File: src/rtl/pipe_hazard_ctrl.sv
// Freeze/flush sequencer for the 5-stage ARM pipeline: memory wait > branch flush > hazard bubble.
// Optional saturating performance counters are built when PIPE_PERF_CNT_EN is defined.
module pipe_hazard_ctrl #(
   parameter int CNT_WIDTH = 16
) (
   input  logic                 clk,
   input  logic                 rst,
   input  logic                 hazard_detected,
   input  logic                 branch_taken,
   input  logic                 mem_req,
   input  logic                 sram_ready,
   output logic                 pc_freeze,
   output logic                 if_freeze,
   output logic                 if_flush,
   output logic                 id_freeze,
   output logic                 id_flush,
   output logic                 exe_freeze,
   output logic [CNT_WIDTH-1:0] stall_cycles,
   output logic [CNT_WIDTH-1:0] flush_count
);

   typedef enum logic {
      IDLE,
      MEM_WAIT
   } state_t;

   state_t state, state_nxt;
   logic   br_pend, br_pend_nxt;
   logic   branch_any;

   // Strobes are combinational so a stall takes effect in the cycle its condition appears.
   always_comb begin
      // NOTE: every always_comb output gets a default first so no path can infer a latch.
      pc_freeze   = 1'b0;
      if_freeze   = 1'b0;
      if_flush    = 1'b0;
      id_freeze   = 1'b0;
      id_flush    = 1'b0;
      exe_freeze  = 1'b0;
      state_nxt   = state;
      br_pend_nxt = br_pend;
      branch_any  = branch_taken | br_pend;

      if (!rst) begin
         case (state)
            IDLE: begin
               if (mem_req && !sram_ready) begin
                  pc_freeze  = 1'b1;
                  if_freeze  = 1'b1;
                  id_freeze  = 1'b1;
                  exe_freeze = 1'b1;
                  state_nxt  = MEM_WAIT;
                  if (branch_taken) br_pend_nxt = 1'b1;
               end else if (branch_any) begin
                  if_flush    = 1'b1;
                  id_flush    = 1'b1;
                  br_pend_nxt = 1'b0;
               end else if (hazard_detected) begin
                  pc_freeze = 1'b1;
                  if_freeze = 1'b1;
                  id_flush  = 1'b1;
               end
            end
            MEM_WAIT: begin
               if (!sram_ready) begin
                  pc_freeze  = 1'b1;
                  if_freeze  = 1'b1;
                  id_freeze  = 1'b1;
                  exe_freeze = 1'b1;
                  if (branch_taken) br_pend_nxt = 1'b1;
               end else begin
                  // Release cycle: a branch remembered during the wait is flushed now.
                  state_nxt   = IDLE;
                  br_pend_nxt = 1'b0;
                  if (branch_any) begin
                     if_flush = 1'b1;
                     id_flush = 1'b1;
                  end
               end
            end
            default: state_nxt = IDLE;
         endcase
      end
   end

   always_ff @(posedge clk) begin
      // NOTE: sequential state uses non-blocking assignments so all flops update together.
      if (rst) begin
         state   <= IDLE;
         br_pend <= 1'b0;
      end else begin
         state   <= state_nxt;
         br_pend <= br_pend_nxt;
      end
   end

`ifdef PIPE_PERF_CNT_EN
   logic [CNT_WIDTH-1:0] stall_q, flush_q;
   logic                 any_freeze;

   assign any_freeze = pc_freeze | if_freeze | id_freeze | exe_freeze;

   // Both counters saturate at all-ones rather than wrapping.
   always_ff @(posedge clk) begin
      if (rst) begin
         stall_q <= '0;
         flush_q <= '0;
      end else begin
         if (any_freeze && (stall_q != '1)) stall_q <= stall_q + CNT_WIDTH'(1);
         if (if_flush && (flush_q != '1))   flush_q <= flush_q + CNT_WIDTH'(1);
      end
   end

   assign stall_cycles = stall_q;
   assign flush_count  = flush_q;
`else
   assign stall_cycles = '0;
   assign flush_count  = '0;
`endif

endmodule
File: config.mk
export PLATFORM = sky130hd
export DESIGN_NAME = pipe_hazard_ctrl
export DESIGN_NICKNAME = d
export VERILOG_FILES = /design/src/rtl/pipe_hazard_ctrl.sv
export SDC_FILE = /design/constraint.sdc
export NUM_CORES = 1
export LEC_CHECK = 0
export ABC_AREA = 1
export CAP_MARGIN = 20
export CORE_MARGIN = 8
export CORE_UTILIZATION = 24
export DETAILED_ROUTE_END_ITERATION = 10
export GPL_TIMING_DRIVEN = 0
export PLACE_DENSITY_LB_ADDON = 0.08
export SLEW_MARGIN = 15
export SYNTH_ARGS = -nofsm -noshare
export SYNTH_HDL_FRONTEND = slang
export SYNTH_SLANG_ARGS = --single-unit
export TNS_END_PERCENT = 30
File: constraint.sdc
create_clock -name clk -period 0.88 [get_ports clk]
set_input_delay 0.264 -clock clk [delete_from_list [all_inputs] [get_ports clk]]
set_output_delay 0.264 -clock clk [all_outputs]
set_load 0.02 [all_outputs]
# Yosys cells after proc, flatten, opt, wreduce, memory -nomap -nowiden
# Cells that the tools add are included.
[word_totals]
regBits = 2
in_bits = 6
output_inout_bits = 38
[op_classes]
n_eq_ne = 1
muxes = 23
bitwise = 2
reduce_logical = 2
[ops]
columns = ["operator", "count"]
rows = [
  ["1-bit 2-to-1 mux", 18],
  ["1-bit one-hot mux with 2 select lines", 5],
  ["3-bit inequality test (second input constant)", 1],
  ["1-bit logical AND", 1],
  ["1-bit zero test", 1],
  ["1-bit NOT", 1],
  ["1-bit bitwise OR", 1],
]

# Longest topological paths before layout
[depth]
word_depth = 5
depth_mapped = 6
mapped_depth_nobuf = 5

# Worst setup path after synthesis
# OpenSTA, ideal clock, no wires.
[synth_path]
path_kind = "reg2out"
startpoint = "reg br_pend"
endpoint = "out pc_freeze"
t_arrival_ns = 0.904
required_ns = 0.616
slack_ns = -0.288
stages_incl_launch_ff = 5
path_buffers = 1
path_cell_list = "dfxtp_1 nor2_2 nand3_1 nand2_1 buf_4"
[synth_between]
elab_chain_len = 5
[synth_rtl]
columns = ["item", "line", "rtl"]
rows = [
  ["start: declaration", "28", "logic br_pend, br_pend_nxt;"],
  ["start signal: assignment", "93", "br_pend <= br_pend_nxt;"],
  ["1-bit bitwise OR", "42", "branch_any = branch_taken | br_pend;"],
  ["1-bit 2-to-1 mux (2 in a row)", "n/a", ""],
  ["1-bit one-hot mux with 2 select lines", "n/a", ""],
  ["1-bit 2-to-1 mux", "n/a", ""],
  ["end: declaration", "12", "output logic pc_freeze,"],
]
# Every way passes these cells.

# Final worst setup path
[layout_path]
startpoint = "reg state"
endpoint = "out pc_freeze"
[layout_between]
elab_chain_len = 3
[layout_rtl]
columns = ["item", "line", "rtl"]
rows = [
  ["start: declaration", "27", "state_t state, state_nxt;"],
  ["start signal: assignment", "92", "state <= state_nxt;"],
  ["1-bit NOT", "n/a", ""],
  ["1-bit one-hot mux with 2 select lines (*)", "45", "case (state)"],
  ["1-bit 2-to-1 mux (*)", "44", "if (!rst) begin"],
]
# Mark *: on every way between the ends. The rest lies on a longest branch, timed or not.

==> results.cfg <==
[status]
violations = negative setup slack
status = finished, violations left

[cts]
clk_latency_ps = 220
cts_made_buffers = 3
cts_tree = built
htreeDepth = 1
root_buffer = clkbuf_4
clk_pin_slew_ps = 30
cts_hold_buffers = 0
clk_path_buf_depth = 2
cts.sinks = 2

[critical_path]
path_class = register to output pin
r2r_cells = 5
cp_max_fo = 3
cp-start-kind = register
critPathArrivalTime_ps = 1050
cp_data_required_time_ps = 620
worstSetupEndpointType = output pin
startpoint = state$_DFF_P_
rrSetupSlack_ps = 70
worst_r2r_startpoint = state$_DFF_P_
endpoint = pc_freeze
reg2reg_to = br_pend$_SDFFE_PP0P_

[pwr]
p_leak_nw = 0.461
ir_drop_mv = 0.765
p_int_uw = 420
clockPowerShare_pct = 29.1
finalPower_uw = 699
swShare_pct = 39.9
power.switching_uw = 279
pwr-share-comb_pct = 56.4
powerDensity_nw_per_um2 = 975
p_seq_share_pct = 14.4

[global_routing]
grt_first_pass_wirelength_microns = 1350
grt_max_degree = 5
track_usage_pct = 5.41
grt_pass1_vias = 331
antenna_found_initial = 0
grt-ovfl-total = 0

[route]
drt_pass1_iterations = 2
postRouteAntennaNets = 0
vias_per_cell = 2.90
wl_per_cell_microns = 7.80
routed_wl_microns = 944
vias = 351
drtIter0Drc = 3
route.detailed.drc = 0

[finish]
drive_above_1_share_pct = 56.2
nNetsFinal = 113
antenna_cells = 0
synthToLayoutAreaGrowth_pct = 80.8

[yosys]
synth-warning-count = 0
synth_ff_type = dfxtp_1
synth_area_leaders = buf_4, dfxtp_1, nand2_2, nand2_1, nor2_2
yosys.area.top_type = buf_4
avgSynthCellArea_sq_um = 6.84
synth.distinct_cells = 11
netlist_area_sq_um = 397
synth_most_common_cell = buf_4
synth_cells = 58
synth_common_cells = buf_4, nand2_1, nand2_2
ys_seq_area_share_pct = 10.1
ys_ff_latch = 2
synth_top_cell_area_share_pct = 64.4
synth-edff-count = 0
ys_async_sr_fraction_pct = 0

[min_path]
hp-class = input port to register

[sta]
layout_min_cycle_time_ps = 1310
setup_viol = 6
rsz0062_at_grt = true
finalHoldViolations = 0
drv_slew = 0
min_period_over_period_pct = 149
fin_ws_ps = -433
fmax_mhz = 761
skew_ps = 0.573

[floorplan]
fp.dieW_microns = 56.7
die_y_microns = 56.7
die_area_sq_um = 3210
rows = 14
initial_core_util_pct = 26.0
io_pins = 44
core_area_sq_um = 1520

[place]
post-dp-hpwl_microns = 859
place_congestion = 0.683
dpl_worst_slack_ps = -1160
port_buffers = 11

[job]
cap_viol_max_count = 0
[worst min-delay path by stage]
stage,cells past startpoint,start,end
after floorplan,2,branch_taken,br_pend$_SDFFE_PP0P_
after global placement,2,br_pend$_SDFFE_PP0P_,br_pend$_SDFFE_PP0P_
after detailed placement,2,br_pend$_SDFFE_PP0P_,br_pend$_SDFFE_PP0P_
after CTS,3,branch_taken,br_pend$_SDFFE_PP0P_
after global routing,3,branch_taken,br_pend$_SDFFE_PP0P_
final,3,branch_taken,br_pend$_SDFFE_PP0P_
[sequential cells by signal, indices dropped and copies added, names as in the netlist]
signal   flops
state        1
br_pend      1
[power by group through the flow]
stage	Clock [mW]	Combinational, mW	Sequential, mW
2_1_floorplan	0	0.313	0.101
3_3_place_gp	0	0.382	0.102
3_5_place_dp	0	0.382	0.102
4_1_cts	0.218	0.387	0.101
5_1_grt	0.227	0.421	0.101
6_report	0.204	0.395	0.101
[per-layer routing]
metal,wire [microns],part of all wire [%],global-route usage [%],up-vias
li1,-,-,-,203
met1,285,30,3.55,120
met2,469,50,9.09,24
met3,160,17,3.60,4
met4,29,3.1,6.19,0
met5,0,0,0,-
[critical path, cell delays in order, from the launching register on]
cell	delay (ps)
dfxtp_2	320
nand2_2	80
nand2_4	60
nand2_4	90
nand2_4	50
buf_6	100
buf_6	120
[kinds of logic (layout without fill, tap and decap cells)]
logic type | count (synthesis) | in the layout | share of synthesized area [%]
other | 1 | 32 | 0.945
flip-flops | 2 | 2 | 10.1
buffers and inverters | 38 | 54 | 68.1
AO/OA/AOI/OAI | 1 | 1 | 1.26
AND/OR/NAND/NOR | 16 | 16 | 19.6
[what timing repair did]
| item | 4_1_cts | 5_1_grt |
|---|---|---|
| resized for setup | 42 | 1 |
| endpoints found under the setup margin | 8 | 6 |
| hold endpoints to repair | 0 | 0 |
| buffers inserted | 2 | 0 |
| pin swaps | 9 | 4 |
[per-stage QoR]
step / setup TNS (ps) / cells / hold WS (ps) / area [sq um] / util (%)
2_1_floorplan: -524 / 89 / 404 / 547 / -
3_3_place_gp: -7270 / 116 / 487 / 677 / 44.4
6_report: -2360 / 121 / 451 / 717 / 47.0
3_5_place_dp: -7270 / 116 / 500 / 677 / 44.4
5_1_grt: -2650 / 121 / 488 / 717 / 47.0
4_1_cts: -2520 / 121 / 474 / 716 / 47.0
[placed cells by master, fill, tap and decap left out, drive strengths merged]
cell and instances:
o21ai 1, nand3 2, dfxtp 2, nand2 9
dlygate4sd2 3, conb 32, clkdlybuf4s15 2, clkbuf 3
nor2 5, inv 4, buf 42
[cell type report]
| cell class | count | area [sq um] |
|---|---|---|
| fillers | 166 | 807 |
| repair buffers | 13 | 119 |
| flip-flops and latches | 2 | 42.5 |
| multi-input cells | 49 | 233 |
| inverters | 4 | 17.5 |
| well taps | 16 | 20.0 |
| clock buffers | 3 | 22.5 |
| plain buffers | 34 | 263 |
No activity file was read; power rests on OpenSTA's default activity.
